### src/rtl/multicycle_ctrl.sv
// Multi-cycle control FSM: sequences fetch, decode, execute, memory and
// writeback, drives the ALU/PC/IR/register-file/memory strobes, resolves
// branches from the ALU zero flag and counts retired instructions.
module multicycle_ctrl #(
  parameter int TIMEOUT = 16,
  parameter int CNT_W   = 32
) (
  input  logic             clk,
  input  logic             reset,
  input  logic [6:0]       opcode,
  input  logic             zero,
  input  logic             mem_ready,
  output logic             mem_read,
  output logic             mem_write,
  output logic             i_or_d,
  output logic             ir_write,
  output logic             pc_write,
  output logic             pc_src,
  output logic             ALUSrc,
  output logic [1:0]       AluOp,
  output logic             reg_write,
  output logic             mem_to_reg,
  output logic             fault,
  output logic [2:0]       state,
  output logic [CNT_W-1:0] retired
);

  localparam int WAIT_W = $clog2(TIMEOUT + 1);

  typedef enum logic [2:0] {
    S_FETCH  = 3'd0,
    S_DECODE = 3'd1,
    S_EXEC   = 3'd2,
    S_MEM    = 3'd3,
    S_WB     = 3'd4,
    S_FAULT  = 3'd7
  } state_t;

  typedef enum logic [2:0] {
    CL_R      = 3'd0,
    CL_I      = 3'd1,
    CL_LOAD   = 3'd2,
    CL_STORE  = 3'd3,
    CL_BRANCH = 3'd4
  } cls_t;

  state_t            state_reg, state_next;
  cls_t              cls_reg, cls_next;
  logic [WAIT_W-1:0] wait_reg, wait_next;
  logic [CNT_W-1:0]  retired_reg;
  logic              retire;

  // State, instruction class, wait counter and retire counter registers
  always_ff @(posedge clk) begin
    if (reset) begin
      state_reg   <= S_FETCH;
      cls_reg     <= CL_R;
      wait_reg    <= '0;
      retired_reg <= '0;
    end else begin
      state_reg <= state_next;
      cls_reg   <= cls_next;
      wait_reg  <= wait_next;
      if (retire) begin
        retired_reg <= retired_reg + CNT_W'(1);
      end
    end
  end

  // Next-state, strobe decode and wait-counter update; reset forces outputs low
  always_comb begin
    state_next = state_reg;
    cls_next   = cls_reg;
    wait_next  = wait_reg;
    retire     = 1'b0;
    mem_read   = 1'b0;
    mem_write  = 1'b0;
    i_or_d     = 1'b0;
    ir_write   = 1'b0;
    pc_write   = 1'b0;
    pc_src     = 1'b0;
    ALUSrc     = 1'b0;
    AluOp      = 2'd0;
    reg_write  = 1'b0;
    mem_to_reg = 1'b0;
    fault      = 1'b0;

    case (state_reg)
      S_FETCH: begin
        mem_read = 1'b1;
        if (mem_ready) begin
          ir_write   = 1'b1;
          pc_write   = 1'b1;
          state_next = S_DECODE;
        end else if (wait_reg == WAIT_W'(TIMEOUT - 1)) begin
          state_next = S_FAULT;
        end else begin
          wait_next = wait_reg + WAIT_W'(1);
        end
      end
      S_DECODE: begin
        state_next = S_EXEC;
        case (opcode)
          7'b0110011: cls_next = CL_R;
          7'b0010011: cls_next = CL_I;
          7'b0000011: cls_next = CL_LOAD;
          7'b0100011: cls_next = CL_STORE;
          7'b1100011: cls_next = CL_BRANCH;
          default:    state_next = S_FAULT;
        endcase
      end
      S_EXEC: begin
        case (cls_reg)
          CL_R: begin
            AluOp      = 2'd2;
            state_next = S_WB;
          end
          CL_I: begin
            ALUSrc     = 1'b1;
            AluOp      = 2'd2;
            state_next = S_WB;
          end
          CL_LOAD, CL_STORE: begin
            ALUSrc     = 1'b1;
            state_next = S_MEM;
          end
          CL_BRANCH: begin
            // Taken branch loads the target in the same cycle the compare resolves
            AluOp      = 2'd1;
            pc_write   = zero;
            pc_src     = zero;
            retire     = 1'b1;
            state_next = S_FETCH;
          end
          default: state_next = S_FAULT;
        endcase
      end
      S_MEM: begin
        i_or_d    = 1'b1;
        mem_read  = (cls_reg == CL_LOAD);
        mem_write = (cls_reg == CL_STORE);
        if (mem_ready) begin
          if (cls_reg == CL_LOAD) begin
            state_next = S_WB;
          end else begin
            retire     = 1'b1;
            state_next = S_FETCH;
          end
        end else if (wait_reg == WAIT_W'(TIMEOUT - 1)) begin
          state_next = S_FAULT;
        end else begin
          wait_next = wait_reg + WAIT_W'(1);
        end
      end
      S_WB: begin
        reg_write  = 1'b1;
        mem_to_reg = (cls_reg == CL_LOAD);
        retire     = 1'b1;
        state_next = S_FETCH;
      end
      S_FAULT: begin
        fault = 1'b1;
      end
      default: state_next = S_FAULT;
    endcase

    // Waiting time is measured per state visit
    if (state_next != state_reg) begin
      wait_next = '0;
    end

    state   = state_reg;
    retired = retired_reg;

    if (reset) begin
      retire     = 1'b0;
      mem_read   = 1'b0;
      mem_write  = 1'b0;
      i_or_d     = 1'b0;
      ir_write   = 1'b0;
      pc_write   = 1'b0;
      pc_src     = 1'b0;
      ALUSrc     = 1'b0;
      AluOp      = 2'd0;
      reg_write  = 1'b0;
      mem_to_reg = 1'b0;
      fault      = 1'b0;
      state      = 3'd0;
      retired    = '0;
    end
  end

endmodule

### config.mk
export PLATFORM = sky130hd
export DESIGN_NAME = multicycle_ctrl
export DESIGN_NICKNAME = d
export VERILOG_FILES = /design/src/rtl/multicycle_ctrl.sv
export SDC_FILE = /design/constraint.sdc
export NUM_CORES = 1
export LEC_CHECK = 0
export ABC_AREA = 1
export CORE_MARGIN = 8
export CORE_UTILIZATION = 52
export CTS_CLUSTER_SIZE = 8
export DETAILED_ROUTE_END_ITERATION = 8
export PLACE_DENSITY = 0.84
export SYNTH_ARGS = -nofsm -noshare
export SYNTH_HDL_FRONTEND = slang
export SYNTH_SLANG_ARGS = --single-unit
### constraint.sdc
create_clock -name clk -period 2.03 [get_ports clk]
set_input_delay 0.5075 -clock clk [delete_from_list [all_inputs] [get_ports clk]]
set_output_delay 0.5075 -clock clk [all_outputs]
set_load 0.03 [all_outputs]
==> results of run 1 <==
==> power breakdown <==
group          total, mW  internal (mW)  switching (mW)
sequential         0.955          0.892          0.0627
combinational       1.09          0.394           0.697
clock              0.714          0.399           0.316
total               2.76           1.68            1.08
==> final cells by class <==
cell class / instances / area, um2
well taps: 72 / 90.09
clock buffers: 6 / 82.58
clock inverters: 2 / 35.03
multi-input cells: 387 / 1818
repair buffers: 72 / 596.8
inverters: 74 / 277.8
fillers: 537 / 1777
flip-flops and latches: 43 / 863.3
==> what timing repair did <==
item,in CTS,in global routing
endpoints found under the setup margin,2,10
pin swaps,0,3
buffers inserted,0,1
gates resized for setup,5,6
==> logic make-up after synthesis <==
group           synth area share (%)
mux                           0.3773
flops                          28.85
compound gates                 8.260
buf+inv                        11.78
fa+ha+maj                      1.258
xor+xnor                       1.761
simple gates                   47.71
==> metal layers <==
metal	track usage (%)	share of wire, %	vias to the layer above
li1	-	-	1737
met1	25.73	46	1564
met2	33.43	46	118
met3	3.749	6.6	9
met4	3.758	0.94	0
met5	0	0	-
==> path summary, 6_finish.rpt <==
path,end,slack [ns]
max,pc_write,0.05
min reg2reg,retired_reg[31],0.49
max reg2reg,wait_reg[1],0.15
min,retired_reg[31],0.49
==> through the flow <==
stage	cell area [um2]	power [mW]
global placement	3612	1.967
finish	3764	2.761
detailed placement	3612	1.982
floorplan	3005	1.650
global route	3764	2.906
CTS	3739	2.693
==> cell usage in the layout, fill, tap and decap left out, types with 6 or more instances in the layout <==
master and instances:
a21oi_1 33, buf_4 59, clkbuf_8 6, clkdlybuf4s50_1 8
dfxtp_1 41, inv_1 70, nand2_1 140, nand2_2 6
nand3_1 29, nand4_1 7, nor2_1 101, nor2_2 9
nor3_1 20, o21ai_0 8
==> worst max-delay path, stage by stage, from the launching register on <==
cell	delay (ns)
dfxtp_1	0.37
nor2_2	0.16
nand2_1	0.12
nor2_2	0.13
nand2_1	0.10
a21oi_1	0.13
buf_4	0.17
==> impl_metrics.yaml, run 1 <==
run_status:
  outcome: "complete, no violations"
timing:
  maxSlewHeadroom_pct: 69.45
  fin_setup_tns_ns: 0
  hold_ws_ns: 0.4894
  finalHoldViolCount: 0
  slew_violations: 0
  period_share_pct: 97.60
  period_needed_ns: 1.981
  grt_setup_unrepaired: "true"
  worstMarginPinSlew_ns: 0.4547
  fmax_mhz: 504.7
  setup_slack_ns: 0.04863
  setup_violations: 0
  skew_ns: 0.002701
cells_and_area:
  post-route-util_pct: 67.93
  instances_no_fill: 656
  drive_gt1_share_pct: 18.32
  area_growth_pct: 26.12
  largest_register_ffs: 32
  nNetsFinal: 597
  antennaDiodeCount: 0
setup_path:
  worst-setup-path-type: "flop to output pin"
  start_kind: "flop"
  r2r-start: "wait_reg[0]"
  cp.arrival_ns: 1.47
  reg2regPathDepth: 13
  cp.required_ns: 1.52
  end_kind: "output pin"
  cp-startpoint: "state_reg[2]"
  crit_fanout: 5
yosys:
  synth.top_cells.by_count: "nand2_1, nor2_1, inv_1"
  yosysWarningCount: 0
  synth_cell_types: 34
  synth-main-ff-cell: "dfxtp_1"
  syn_inst: 517
  synth_nets: 531
  async_flop_share_pct: 0
  synth.area.top_cells: "dfxtp_1, nand2_1, nor2_1"
  syn_avg_cell_area_um2: 5.772
  synthMostInstantiatedCell: "nand2_1"
  synth_top_area_cell: "dfxtp_1"
  synth_top_cell_area_share_pct: 28.85
  syn-cell-area_mm2: 0.002984
  yosysSeqAreaShare_pct: 28.85
  synth_edf_count: 0
  synth-seq-cells: 43
hold_path:
  hold_path.startpoint: "retired_reg[31]"
  hold_path_class: "flop to flop"
  min_path_cells: 2
power_and_ir_drop:
  power_density_mw_per_mm2: 733.6
  leakage_nw: 1.559
  ir_drop_mv: 0.5015
clock_network:
  cts_tree: "built"
  cts.sinks: 43
  htreeDepth: 2
  clk_latency_ns: 0.30
  clkTransAtPathRegs_ns: 0.09
  cts_buffer_depth: 2
  cts_root_buf: "clkbuf_8"
  postCtsHoldBufs: 0
  cts_buffers: 5
place:
  dp.cells: 647
  place_congestion: 0.9851
  pre_cts_slack_ns: -0.08941
  dp_hpwl_um: 6814
  io_buffers: 57
grt:
  grt_max_degree: 39
  grt_antenna_before_repair: 0
  grt_overflow_total: 0
  grt_pass1_wl_um: 14260
  grt_usage_pct: 19.81
  grt_pass1_vias: 3126
run:
  cap_violations: 0
route:
  vias_per_cell: 5.226
  routed_wl_um: 8714
  vias: 3428
  drc: 0
  drt_iter0_drc: 221
  wire_per_inst_um: 13.28
  detail-route-antenna-nets: 0
  drtPass1Iterations: 5
floorplan:
  rows: 27
  floorplan.initialDensity_pct: 53.86
  die_width_um: 91.76
  io_pins: 58
  core_mm2: 0.005540
  die_h_um: 91.76
  die_area_mm2: 0.008419
(Power assumes the default switching activity.)
==> run 2: changes to the inputs <==
--- a/config.mk
+++ b/config.mk
@@ -6,8 +6,10 @@
 export NUM_CORES = 1
 export LEC_CHECK = 0
 export ABC_AREA = 1
+export CELL_PAD_IN_SITES_DETAIL_PLACEMENT = 0
+export CELL_PAD_IN_SITES_GLOBAL_PLACEMENT = 1
 export CORE_MARGIN = 8
-export CORE_UTILIZATION = 52
+export CORE_UTILIZATION = 35
 export CTS_CLUSTER_SIZE = 8
 export DETAILED_ROUTE_END_ITERATION = 8
 export PLACE_DENSITY = 0.84
==> impl_metrics.yaml, run 2 (synthesized netlist as in run 1, its figures left out) <==
run_status:
  outcome: "complete, no violations"
timing:
  skew_ns: 0.006390
  grt_setup_unrepaired: "false"
  hold_ws_ns: 0.4846
  setup_violations: 0
  finalHoldViolCount: 0
  period_share_pct: 94.21
  worstMarginPinSlew_ns: 0.5435
  fmax_mhz: 522.9
  setup_slack_ns: 0.1175
  period_needed_ns: 1.913
  maxSlewHeadroom_pct: 63.49
  slew_violations: 0
hold_path:
  whs_endpoint: "retired_reg[31]"
  min_path_cells: 2
  hold_path.startpoint: "retired_reg[31]"
  hold_path_class: "flop to flop"
cells_and_area:
  drive_gt1_share_pct: 19.12
  seq_area_um2: 864.6
  nNetsFinal: 604
  nFillCells: 924
  largest_register_ffs: 32
  antennaDiodeCount: 0
  multi_input_area_mm2: 0.001833
  final_cell_mix: "nand2_1, nor2_1, inv_1, buf_4, dfxtp_1"
  area_growth_pct: 28.30
  final_common_cell: "nand2_1"
clock_network:
  clk_latency_ns: 0.30
  cts_tree: "built"
  clkTransAtPathRegs_ns: 0.08
  cts_root_buf: "clkbuf_8"
  cts_buffers: 5
  cts_buffer_depth: 2
  htreeDepth: 2
  postCtsHoldBufs: 0
  cts.sinks: 43
route:
  drtPass1Iterations: 5
  routed_wl_um: 9039
  drc: 0
  detail-route-antenna-nets: 0
  vias: 3382
  drt_iter0_drc: 161
  wire_per_inst_um: 12.99
  vias_per_cell: 4.859
power_and_ir_drop:
  leakage_nw: 1.576
  ir_drop_mv: 0.4050
  power_density_mw_per_mm2: 678.6
  power_mw: 2.598
setup_path:
  end_kind: "output pin"
  path_cells: "nor2_4 -> nand2_1 -> nor2_4 -> nand2_1 -> a21oi_1 -> buf_4"
  worst-setup-path-type: "flop to output pin"
  cp_top_family: "simple AND/OR/NAND/NOR gates"
  r2r-start: "wait_reg[0]"
  cp.arrival_ns: 1.41
  timing.rr.end: "wait_reg[3]"
  critPathSlowestCell: "dfxtp_2"
  crit_buf_inv: 1
  reg2regPathDepth: 13
  crit_fanout: 5
  cp.required_ns: 1.52
  start_kind: "flop"
  critical-path-max-stage-delay_ns: 0.37
  r2r_setup_slack_ns: 0.22
place:
  pre_cts_slack_ns: -0.04103
  dp_hpwl_um: 7176
  io_buffers: 57
  place_congestion: 0.9109
floorplan:
  core_mm2: 0.008258
  die_area_mm2: 0.01174
  die_width_um: 108.3
  rows: 33
  io_pins: 58
  die_h_um: 108.3
  floorplan.initialDensity_pct: 36.14
grt:
  grt_antenna_before_repair: 0
  grt_usage_pct: 15.22
  grt_max_degree: 42
  grt_pass1_wl_um: 14700
  grt_overflow_total: 0
  grt_pass1_vias: 3071
run:
  cap_violations: 0
run 2: how the worst max path moves through the flow:
| stage | start | end | slack [ns] | cells after the start |
|---|---|---|---|---|
| 2_1_floorplan | reset | mem_read | -0.06 | 4 |
| 3_3_place_gp | opcode[5] | wait_reg[3] | -0.005 | 11 |
| 3_5_place_dp | opcode[5] | wait_reg[3] | -0.04 | 11 |
| 4_1_cts | cls_reg[0] | pc_write | 0.03 | 6 |
| 5_1_grt | wait_reg[0] | wait_reg[3] | 0.008 | 13 |
| 6_report | state_reg[0] | pc_write | 0.12 | 6 |
run 2: metrics by stage:
| step | cell area (um2) | utilization [%] | setup TNS, ns | cells |
|---|---|---|---|---|
| finish | 3829 | 46.36 | 0 | 696 |
| global route | 3829 | 46.36 | 0 | 696 |
| CTS | 3785 | 45.83 | 0 | 695 |
| detailed placement | 3694 | 44.73 | -0.1768 | 687 |
| global placement | 3694 | 44.73 | -0.01699 | 687 |
| floorplan | 3005 | - | -0.1345 | 517 |
run 2: where the power goes:
part	leakage [nW]	internal (mW)	total [mW]	switching (mW)
Combinational	1.19	0.393	1.08	0.687
Sequential	0.348	0.895	0.962	0.0670
Clock	0.0412	0.241	0.556	0.315
Total	1.58	1.53	2.60	1.07
run 2: repair_timing:
action | CTS | global route
buffers inserted | 0 | 1
pin swaps | 0 | 1
endpoints found under the setup margin | 2 | 8
gates resized for setup | 4 | 11
run 2: metal layers:
| metal | share of wire [%] | track usage [%] | vias up | wire (um) |
|---|---|---|---|---|
| li1 | - | - | 1758 | - |
| met5 | 0 | 0 | - | 0 |
| met2 | 47 | 24.72 | 78 | 4204 |
| met1 | 48 | 20.61 | 1544 | 4370 |
| met4 | 0.34 | 2.835 | 0 | 31 |
| met3 | 4.8 | 2.796 | 2 | 432 |
run 2: cell type report:
cell class	count	share of cell area, %
Multi-Input combinational cell	387	47.88
Sequential cell	43	22.58
Timing Repair Buffer	79	16.63
Inverter	74	7.255
Tap cell	105	3.431
Clock buffer	6	1.895
Clock inverter	2	0.3268
run 2: worst reg2reg max path, cell delays in order (launching register included):
cell and delay, ns:
dfxtp_1 0.35, ha_1 0.20, inv_1 0.07, nor2_1 0.05
ha_1 0.18, nor2_1 0.12, nand2_1 0.07, nand3_1 0.10
nand2_1 0.07, nor2_2 0.11, nor2_1 0.05, nor2_1 0.13
nand3_2 0.14, nor2_1 0.12
==> run 3: changes to the inputs <==
--- a/config.mk
+++ b/config.mk
@@ -8,11 +8,12 @@
 export ABC_AREA = 1
 export CELL_PAD_IN_SITES_DETAIL_PLACEMENT = 0
 export CELL_PAD_IN_SITES_GLOBAL_PLACEMENT = 1
+export CORE_ASPECT_RATIO = 0.75
 export CORE_MARGIN = 8
-export CORE_UTILIZATION = 35
+export CORE_UTILIZATION = 38
 export CTS_CLUSTER_SIZE = 8
 export DETAILED_ROUTE_END_ITERATION = 8
-export PLACE_DENSITY = 0.84
+export PLACE_DENSITY = 0.9
 export SYNTH_ARGS = -nofsm -noshare
 export SYNTH_HDL_FRONTEND = slang
 export SYNTH_SLANG_ARGS = --single-unit
==> constraint.sdc (replaced) <==
create_clock -name clk -period 2.35 [get_ports clk]
set_input_delay 0.5875 -clock clk [delete_from_list [all_inputs] [get_ports clk]]
set_output_delay 0.5875 -clock clk [all_outputs]
set_load 0.03 [all_outputs]
==> impl_metrics.yaml, run 3 (synthesized netlist as in run 1, its figures left out) <==
run_status:
  outcome: "complete, no violations"
floorplan:
  die_area_mm2: 0.01097
  die_width_um: 118.3
  rows: 28
  floorplan.initialDensity_pct: 38.54
  die_h_um: 92.75
  io_pins: 58
  core_mm2: 0.007742
clock_network:
  cts_buffer_depth: 2
  clk_latency_ns: 0.30
  post_cts.repair.setup_buffers: 0
  postCtsHoldBufs: 0
  cts_tree: "built"
  htreeDepth: 2
  cts_buffers: 5
  cts_root_buf: "clkbuf_8"
  cts_resized: 0
  cts.sinks: 43
  clkTransAtPathRegs_ns: 0.08
timing:
  finalHoldViolCount: 0
  skew_ns: 0.009795
  fmax_mhz: 452.2
  worstMarginPinSlew_ns: 0.5886
  fin_setup_tns_ns: 0
  maxSlewHeadroom_pct: 60.46
  period_share_pct: 94.10
  grt_setup_unrepaired: "false"
  hold_ws_ns: 0.4919
  setup_violations: 0
  slew_violations: 0
  period_needed_ns: 2.211
setup_path:
  crit_buf_inv: 2
  critical-path-max-stage-delay_ns: 0.69
  cp_top_family: "buffers and inverters"
  cp.required_ns: 1.76
  end_kind: "output pin"
  critPathSlowestCell: "clkdlybuf4s50_1"
  cp.arrival_ns: 1.62
  worst-setup-path-type: "input port to output pin"
  path_cells: "buf_2 -> nor2_1 -> clkdlybuf4s50_1"
  crit_fanout: 12
  start_kind: "input port"
run:
  cap_violations: 0
place:
  place_congestion: 0.8872
  dp_hpwl_um: 6893
  io_buffers: 57
route:
  drt_iter0_drc: 314
  routed_wl_um: 8642
  detail-route-antenna-nets: 0
  vias: 3303
  drc: 0
  wire_per_inst_um: 12.69
  vias_per_cell: 4.850
  drtPass1Iterations: 5
power_and_ir_drop:
  power_density_mw_per_mm2: 565.9
  leakage_nw: 1.481
  ir_drop_mv: 0.2804
grt:
  grt_usage_pct: 15.88
  grt_max_degree: 45
  grt_overflow_total: 0
  grt_pass1_wl_um: 14520
  grt_pass1_vias: 2983
  grt_antenna_before_repair: 0
cells_and_area:
  final_cell_mix: "nand2_1, nor2_1, inv_1, buf_4, dfxtp_1"
  drive_gt1_share_pct: 13.19
  antennaDiodeCount: 0
  final_common_cell: "nand2_1"
  area_growth_pct: 23.69
  nNetsFinal: 591
  largest_register_ffs: 32
hold_path:
  hold_path_class: "flop to flop"
==> run 3: worst min-delay path: cells and delay by family (launching register included) <==
family	cells	cell delay, ns
simple gates	1	0.06
flops	1	0.33
compound gates	1	0.06
==> run 3: worst paths after layout <==
check	slack (ns)	endpoint	cells after the start	startpoint
worst min-delay path	0.49	retired_reg[31]	2	retired_reg[31]
worst max register to register	0.46	retired_reg[19]	9	retired_reg[8]
worst max-delay path	0.14	retired[16]	3	reset
worst min register to register	0.49	retired_reg[31]	2	retired_reg[31]
==> run 3: area by class of cell <==
type | instances | area [um2]
timing repair buffer | 66 | 565.5
clock buffer | 6 | 72.57
tap | 105 | 131.4
sequential | 43 | 860.8
multi-input combinational | 387 | 1783
fill | 816 | 4051
inverter | 74 | 277.8
==> run 3: through the flow <==
step	util, %	setup slack (ns)	instances	instance area, um2	power, mW
global route	47.67	0.03203	681	3691	2.216
finish	47.67	0.1385	681	3691	2.089
floorplan	-	0.02790	517	2995	1.420
CTS	47.67	0.1231	681	3691	2.097
global placement	46.74	0.1692	675	3618	1.659
detailed placement	46.74	0.1267	675	3618	1.658
==> run 3: routing by layer <==
metal	track usage (%)	vias up	wire (um)
met5	0	-	0
met4	3.613	0	60
met3	3.161	4	597
met2	24.07	77	3594
met1	22.58	1485	4389
li1	-	1737	-
==> run 3: where the power goes <==
part | internal (mW) | total, mW | switching, mW
combinational | 0.273 | 0.828 | 0.555
clock | 0.199 | 0.442 | 0.244
sequential | 0.767 | 0.818 | 0.0511
total | 1.24 | 2.09 | 0.850
